**config.mk**
```make
export PLATFORM = sky130hd
export DESIGN_NAME = cpu_ad48_lsu_mc
export DESIGN_NICKNAME = d
export VERILOG_FILES = /design/src/rtl/cpu_ad48_lsu_mc.sv
export SDC_FILE = /design/constraint.sdc
export NUM_CORES = 1
export LEC_CHECK = 0
export ABC_AREA = 1
export CORE_UTILIZATION = 49
export CTS_CLUSTER_DIAMETER = 80
export DETAILED_ROUTE_END_ITERATION = 12
export PLACE_DENSITY_LB_ADDON = 0.15
export SYNTH_ARGS = -nofsm -noshare
export SYNTH_HDL_FRONTEND = slang
export SYNTH_SLANG_ARGS = --single-unit
```
**constraint.sdc**
```tcl
create_clock -name clk -period 2.3 [get_ports clk]
set_input_delay 0.46 -clock clk [delete_from_list [all_inputs] [get_ports clk]]
set_output_delay 0.46 -clock clk [all_outputs]
set_load 0.005 [all_outputs]
```
**src/rtl/cpu_ad48_lsu_mc.sv**
```systemverilog
// Multi-cycle load/store unit for the ad48 core: effective-address generation with
// offset/pre/post-modify, a req/gnt/rvalid memory port, and D/A register writebacks.
module cpu_ad48_lsu_mc #(
    parameter int DATA_W  = 48,
    parameter int DISP_W  = 33,
    parameter int ADDR_W  = 7,
    parameter int DEPTH   = 128,
    parameter int TIMEOUT = 16
) (
    input  logic              clk,
    input  logic              resetn,

    input  logic              issue_valid,
    output logic              issue_ready,
    input  logic              issue_store,
    input  logic [1:0]        issue_mode,
    input  logic [DATA_W-1:0] issue_base,
    input  logic [DISP_W-1:0] issue_disp,
    input  logic [DATA_W-1:0] issue_sdata,
    input  logic [2:0]        issue_dreg,
    input  logic [2:0]        issue_areg,

    output logic              mem_req,
    output logic              mem_we,
    output logic [ADDR_W-1:0] mem_addr,
    output logic [DATA_W-1:0] mem_wdata,
    input  logic              mem_gnt,
    input  logic              mem_rvalid,
    input  logic [DATA_W-1:0] mem_rdata,

    output logic              d_we,
    output logic [2:0]        d_waddr,
    output logic [DATA_W-1:0] d_wdata,
    output logic              a_we,
    output logic [2:0]        a_waddr,
    output logic [DATA_W-1:0] a_wdata,

    output logic              done,
    output logic              fault
);

    localparam int CNT_W = (TIMEOUT < 2) ? 1 : $clog2(TIMEOUT + 1);

    typedef enum logic [1:0] {
        S_IDLE = 2'd0,
        S_REQ  = 2'd1,
        S_RESP = 2'd2,
        S_DONE = 2'd3
    } state_t;

    state_t state, state_next;

    logic              op_store;
    logic              op_modify;
    logic [ADDR_W-1:0] op_addr;
    logic [DATA_W-1:0] op_na;
    logic [DATA_W-1:0] op_sdata;
    logic [2:0]        op_dreg;
    logic [2:0]        op_areg;
    logic              op_fault;
    logic [DATA_W-1:0] rdata_q;
    logic [CNT_W-1:0]  tmo_cnt;

    logic              accept;
    logic              abort;
    logic              tmo_hit;
    logic [DATA_W-1:0] disp_ext;
    logic [DATA_W-1:0] sum;
    logic [DATA_W-1:0] ea;
    logic              acc_fault;

    // Address arithmetic is done on the raw issue fields so the fault decision is known at accept.
    assign disp_ext  = {{(DATA_W - DISP_W){issue_disp[DISP_W-1]}}, issue_disp};
    assign sum       = issue_base + disp_ext;
    assign ea        = (issue_mode == 2'b10) ? issue_base : sum;
    assign acc_fault = (issue_mode == 2'b11) || (ea >= DATA_W'(DEPTH));
    assign accept    = issue_valid && (state == S_IDLE);
    assign tmo_hit   = (TIMEOUT != 0) && (int'(tmo_cnt) == TIMEOUT - 1);

    always_ff @(posedge clk or negedge resetn) begin
        if (!resetn) begin
            state <= S_IDLE;
        end else begin
            state <= state_next;
        end
    end

    always_comb begin
        state_next  = state;
        abort       = 1'b0;
        issue_ready = 1'b0;
        mem_req     = 1'b0;
        mem_we      = 1'b0;
        mem_addr    = '0;
        mem_wdata   = '0;
        d_we        = 1'b0;
        d_waddr     = '0;
        d_wdata     = '0;
        a_we        = 1'b0;
        a_waddr     = '0;
        a_wdata     = '0;
        done        = 1'b0;
        fault       = 1'b0;
        case (state)
            S_IDLE: begin
                issue_ready = 1'b1;
                if (accept) begin
                    state_next = acc_fault ? S_DONE : S_REQ;
                end
            end
            S_REQ: begin
                mem_req   = 1'b1;
                mem_we    = op_store;
                mem_addr  = op_addr;
                mem_wdata = op_store ? op_sdata : '0;
                if (mem_gnt) begin
                    state_next = op_store ? S_DONE : S_RESP;
                end else if (tmo_hit) begin
                    abort      = 1'b1;
                    state_next = S_DONE;
                end
            end
            S_RESP: begin
                if (mem_rvalid) begin
                    state_next = S_DONE;
                end else if (tmo_hit) begin
                    abort      = 1'b1;
                    state_next = S_DONE;
                end
            end
            S_DONE: begin
                done       = 1'b1;
                fault      = op_fault;
                state_next = S_IDLE;
                if (!op_fault && !op_store) begin
                    d_we    = 1'b1;
                    d_waddr = op_dreg;
                    d_wdata = rdata_q;
                end
                // A0 is hard-wired, so a modify targeting it is silently dropped.
                if (!op_fault && op_modify && (op_areg != 3'd0)) begin
                    a_we    = 1'b1;
                    a_waddr = op_areg;
                    a_wdata = op_na;
                end
            end
            default: state_next = S_IDLE;
        endcase
    end

    always_ff @(posedge clk or negedge resetn) begin
        if (!resetn) begin
            op_store  <= 1'b0;
            op_modify <= 1'b0;
            op_addr   <= '0;
            op_na     <= '0;
            op_sdata  <= '0;
            op_dreg   <= '0;
            op_areg   <= '0;
            op_fault  <= 1'b0;
            rdata_q   <= '0;
        end else begin
            if (accept) begin
                op_store  <= issue_store;
                op_modify <= (issue_mode == 2'b01) || (issue_mode == 2'b10);
                op_addr   <= ea[ADDR_W-1:0];
                op_na     <= sum;
                op_sdata  <= issue_sdata;
                op_dreg   <= issue_dreg;
                op_areg   <= issue_areg;
                op_fault  <= acc_fault;
            end else if (abort) begin
                op_fault <= 1'b1;
            end
            if ((state == S_RESP) && mem_rvalid) begin
                rdata_q <= mem_rdata;
            end
        end
    end

    // Wait counter restarts on every state change, so it measures time spent in the current wait.
    always_ff @(posedge clk or negedge resetn) begin
        if (!resetn) begin
            tmo_cnt <= '0;
        end else if (state_next != state) begin
            tmo_cnt <= '0;
        end else if ((state == S_REQ) || (state == S_RESP)) begin
            tmo_cnt <= tmo_cnt + CNT_W'(1);
        end
    end

endmodule

```
==> results of run 1 <==
[layer usage]
layer | GRT usage, % | overflow
met5 | 10.35 | 0
met4 | 73.12 | 31
met3 | 54.94 | 7
met2 | 92.34 | 51
met1 | 74.12 | 0
[timing repair]
action,4_1_cts
gates cloned,10
setup buffers,92
pin swaps,160
endpoints found under the setup margin,186
gates resized for setup,906
hold buffers,1
endpoints found under the hold margin,34
[kinds of logic after synthesis]
logic type	after synthesis
compound gates	233
xor+xnor	21
fa+ha+maj	56
buf+inv	389
flops	167
mux	1
simple gates	1019
[through the flow]
step	utilization, %	setup TNS, ns	setup WS (ns)	instances
CTS	88.12	-4.838	-0.3223	2882
detailed placement	74.70	-25.94	-1.376	2748
global placement	74.70	-24.19	-1.309	2748
floorplan	-	-1.075	-0.2218	1886
==> metrics.sh, run 1 <==
STATUS='stopped before the end'
INITIAL_CORE_UTIL_PCT=50.47
SYNTH_SEQ_CELLS=167
MAX-CLOCK-PATH-BUFFERS=2
YOSYS.AREA_SHARE.XOR_XNOR_PCT=1.539
CLOCK_TREE.HTREE_LEVEL_COUNT=4
YS_WARN_COUNT=0
NUM_ROWS=56
SYN-NUM-NETS=2133
SYNTH.AREA.MUX_SHARE_PCT=0.08374
YOSYS.AREA_SHARE.SIMPLE_PCT=34.93
SYNTH.TOP_CELL.AREA_SHARE_PCT=34.96
SYNTHDISTINCTLIBCELLS=37
GRT_START_MAX_NET_PINS=97
SYNTHCELLS=1886
PORT_BUFFERS=354
DIE_H_UM=158.2
CLOCK_SINK_COUNT=167
YS_TOP_CELLS_BY_AREA='sky130_fd_sc_hd__dfrtp_1 35%, sky130_fd_sc_hd__nand2_1 18%, sky130_fd_sc_hd__inv_1 9.7%'
POST-SYNTH-TOP-COUNT-CELL='sky130_fd_sc_hd__nand2_1'
RUN.STOP_ERROR='[ERROR GRT-0232] Routing congestion too high. Check the congestion heatmap in the GUI.'
POSTSYNTHAREAPERCELL_UM2=6.338
IO_PINS=355
DOMINANT_COMBINATIONAL_CELL_FAMILY_BY_AREA_AFTER_SYNTHESIS='simple AND/OR/NAND/NOR gates'
MAPPEDNETLISTAREA_MM2=0.01195
SYNTH_SEQ_AREA_SHARE_PCT=34.96
GRT.TOTAL_USAGE_PCT=73.18
WORSTEPCATEGORY='sequential cell input'
SYNTH_COMPOUND_GATE_AREA_SHARE_PCT=10.34
YOSYS-TOP-CELLS-COUNT='566 x sky130_fd_sc_hd__nand2_1, 310 x sky130_fd_sc_hd__inv_1, 303 x sky130_fd_sc_hd__nor2_1, 167 x sky130_fd_sc_hd__dfrtp_1, 101 x sky130_fd_sc_hd__a21oi_1'
PLACE.GP.CONGESTION=0.9401
SYNTHFLOPTYPE='sky130_fd_sc_hd__dfrtp_1'
SYNTH_ADDER_AREA_SHARE_PCT=5.925
FP.DIEW_UM=158.2
YOSYS.AREA.TOP_TYPE='sky130_fd_sc_hd__dfrtp_1'
NUMBER_OF_ENABLE_TYPE_REGISTER_CELLS_IN_THE_SYNTHESIZED_NETLIST=0
ROOT_BUFFER='sky130_fd_sc_hd__clkbuf_16'
GLOBALROUTE.REPAIR_TIMING.WORST_ENDPOINT='tmo_cnt[1]$_DFFE_PN0P_/D'
PLACE_AREA_MM2=0.01769
NUMBER_OF_CTS_INSERTED_BUFFERS=17
ASYNC_SR_FLOP_FRACTION_PCT=100.0
GLOBALROUTEOVERFLOWTOTAL=89
LAST-STAGE-REACHED='global routing'
DETAILED_PLACE_HPWL_UM=36740
==> inputs of run 2 (changes only) <==
Settings changed: CORE_UTILIZATION 49 to 40, CTS_CLUSTER_DIAMETER 80 to unset.
==> metrics.sh, run 2 <==
YOSYS.AREA.TOP_TYPE='sky130_fd_sc_hd__dfrtp_1'
VIOLATIONS='negative setup slack'
CLOCK_SINK_COUNT=167
NUMBER_OF_CTS_INSERTED_BUFFERS=17
TIMING.RR.END='tmo_cnt[2]'
DIEAREA_MM2=0.03058
MAX_STAGE_DELAY_NS=0.39
DETAILED_PLACE_HPWL_UM=37870
NUM-NETS-FINAL=2817
TOTAL_POWER_W=0.01601
STATUS='complete, but fails checks'
POSTSYNTHAREAPERCELL_UM2=6.338
FINAL.MIN_CLOCK_PERIOD_NS=2.722
SETUP_VIOLATIONS=50
SYNTHCELLS=1886
CTS_TREE='built'
GRT.TOTAL_USAGE_PCT=33.21
FP.DIEW_UM=174.9
MAPPEDNETLISTAREA_MM2=0.01195
ROOT_BUFFER='sky130_fd_sc_hd__clkbuf_16'
SYN-NUM-NETS=2133
CP_MAX_DELAY_CELL='sky130_fd_sc_hd__fa_2'
CORE_REGION_AREA_MM2=0.02901
DRIVE_ABOVE_1_SHARE_PCT=42.78
FMAX_MHz=367.4
STARTPOINT='issue_base[0]'
YS_TOP_CELLS_BY_AREA='sky130_fd_sc_hd__dfrtp_1 35%, sky130_fd_sc_hd__nand2_1 18%, sky130_fd_sc_hd__inv_1 9.7%'
TOTAL_NEGATIVE_SLACK_FOR_SETUP_CHECKS_NS=-5.364
WORST_PIN_SLEW_NS=0.4558
CP-ENDPOINT='tmo_cnt[2]'
SYNTH_SEQ_AREA_SHARE_PCT=34.96
POST-SYNTH-TOP-COUNT-CELL='sky130_fd_sc_hd__nand2_1'
CP_DATA_ARRIVAL_TIME_NS=3.08
FIN_SKEW_NS=0.01404
P_LEAK_nW=11.04
ASYNC_SR_FLOP_FRACTION_PCT=100.0
MAX-CLOCK-PATH-BUFFERS=2
FIN_WORST_SETUP_SLACK_NS=-0.4220
FIRST_GLOBAL_VIAS=14656
KIND_OF_PATH_BEHIND_THE_TIGHTEST_HOLD_CHECK='input port to register'
PLACE.GP.CONGESTION=0.9286
FIRST_ITER_VIOLATIONS=1061
VIAS_PER_CELL=4.921
NUMPLACEDINSTANCES=2810
ENDPOINT_KIND='register'
GLOBALROUTEOVERFLOWTOTAL=0
MAXSLEWHEADROOM_PCT=69.61
INITIAL_CORE_UTIL_PCT=41.20
INSTANCES_NO_FILL=2967
WORSTPATHCELLLIST='buf_8 -> ha_4 -> fa_2 -> nand2_2 -> nand3_2 -> nand3_2 -> nand2_4 -> buf_12 -> xor2_4 -> nor2_2 -> nand3_1 -> nor2_2 -> nand3_4 -> nor2_4 -> nand4_4 -> nand3_2 -> nand2_2 -> nand2_2 -> nand3_4 -> nor2_1'
GRT_UTIL_MET1_PCT=38.95
GRT_ANTENNA_BEFORE_REPAIR=0
CLOCK_TREE.HTREE_LEVEL_COUNT=4
SETUP.WORST_PATH.CLASS='input port to register'
POWER.DENSITY_CELL_AREA_mW_PER_MM2=750.5
LAYOUT.CELLS.MOST_COMMON='sky130_fd_sc_hd__nand2_1'
SYNTHFLOPTYPE='sky130_fd_sc_hd__dfrtp_1'
NUMBER_OF_ENABLE_TYPE_REGISTER_CELLS_IN_THE_SYNTHESIZED_NETLIST=0
SYNTHDISTINCTLIBCELLS=37
TIMING.RR.START='state[0]'
SYNTH_SEQ_CELLS=167
TIMING.CRITICAL_PATH.FROM_TYPE='input port'
RRSETUPSLACK_NS=-0.02
GRT_FIRST_PASS_WIRELENGTH_UM=78230
INSERTEDDIODECOUNT=0
HOLD_PATH_STARTPOINT='issue_base[0]'
HOLD_DEPTH=3
CLK_PIN_SLEW_NS=0.07
FINAL_UTIL_PCT=73.52
WORST_IR_DROP_VDD_uV=537.4
NUM_ROWS=62
YS_WARN_COUNT=0
SYNTH.TOP_CELL.AREA_SHARE_PCT=34.96
POST-ROUTE-PERIOD-UTIL_PCT=118.3
ANT_NETS=0
FINAL-HOLD-VIOLATION-COUNT=0
GRT.BUSIEST_LAYER='met2'
PORT_BUFFERS=354
GR-USAGE-MET3_PCT=4.896
VIA_COUNT=14602
GRT_SETUP_UNREPAIRED='yes'
DETAIL_ROUTE.DRC_VIOLATIONS=0
DIE_H_UM=174.9
CLK_LATENCY_NS=0.43
WL_UM=52550
GRT_USE_MET2_PCT=59.13
WORST-R2R-CELL-COUNT=15
NUMBER_OF_PINS_EXCEEDING_THEIR_MAX_SLEW_LIMIT_IN_THE_FINAL_REPORT=0
YOSYS-TOP-CELLS-COUNT='566 x sky130_fd_sc_hd__nand2_1, 310 x sky130_fd_sc_hd__inv_1, 303 x sky130_fd_sc_hd__nor2_1, 167 x sky130_fd_sc_hd__dfrtp_1, 101 x sky130_fd_sc_hd__a21oi_1'
FIRST_PASS_ITERS=5
AREA.GROWTH.SYNTH_TO_FINAL_PCT=78.45
FINAL_CELL_MIX='381 x sky130_fd_sc_hd__nand2_1, 293 x sky130_fd_sc_hd__buf_4, 273 x sky130_fd_sc_hd__inv_1'
TIMING.CRITICAL_PATH.REQUIRED_NS=2.65
LARGEST_REGISTERS='op_na: 48 flops, op_sdata: 48 flops, rdata_q: 48 flops'
ROUTED_WIRE_LENGTH_PER_INSTANCE_UM=17.71
CRITPATHMAXFANOUT=5
MAXCAPVIOLCOUNT=0
IO_PINS=355
GRT_START_MAX_NET_PINS=97
[run 2: cell counts after synthesis]
No cell type changed its count.
[run 2: final cells by class]
cell class              count  area (um^2)
clock inverters            14        150.1
flip-flops and latches    167         4184
fillers                  2327         7684
repair buffers            723         6101
inverters                 331         1265
well taps                 384        480.5
multi-input cells        1330         8710
clock buffers              18        439.2
[run 2: cell families after synthesis]
family / after synthesis / share of synthesized area [%]
multiplexers: 1 / 0.08375
AO/OA/AOI/OAI: 233 / 10.34
AND/OR/NAND/NOR: 1019 / 34.93
flip-flops: 167 / 34.96
XOR/XNOR: 21 / 1.539
buffers and inverters: 389 / 12.22
adder cells (fa/ha/maj): 56 / 5.925
[run 2: worst min-delay path by stage]
| stage | slack (ns) | end |
|---|---|---|
| floorplan | 0.16 | op_addr[0] |
| global placement | 0.41 | op_na[5] |
| detailed placement | 0.41 | op_na[14] |
| CTS | 0.28 | op_addr[0] |
| global route | 0.30 | op_addr[0] |
| finish | 0.29 | op_addr[0] |
[run 2: routing by layer]
metal | share of wire, % | wire [um]
met2 | 50 | 26460
met3 | 5.1 | 2665
met5 | 0 | 0
met1 | 40 | 20910
met4 | 4.8 | 2510
[run 2: repair_timing]
item,CTS,global route
gates cloned,10,1
setup buffers,95,31
hold buffers,1,0
resized for setup,1017,444
pin swaps,174,145
endpoints found under the setup margin,190,157
endpoints found under the hold margin,37,0
[run 2: stage by stage]
stage	setup WS, ns	area, um^2	hold slack (ns)
final	-0.4220	21330	0.2861
after global routing	-0.5720	21330	0.2954
after CTS	-0.2951	21020	0.2751
after detailed placement	-1.560	17820	0.4103
after global placement	-1.451	17820	0.4072
after floorplan	-0.2218	11980	0.1644
[run 2: critical path: cells and delay by family]
kind	cells	cell delay, ns
xor gates and xnor gates	1	0.16
buffers and inverters	2	0.23
adders and majority gates	2	0.55
and+or+nand+nor	15	1.65
[run 2: where the power goes]
part	internal (W)	total, W	switching, W
combinational	0.00357	0.00814	0.00457
sequential	0.00430	0.00493	0.000624
clock	0.00149	0.00294	0.00145
No activity file was read; power rests on OpenSTA's default activity.
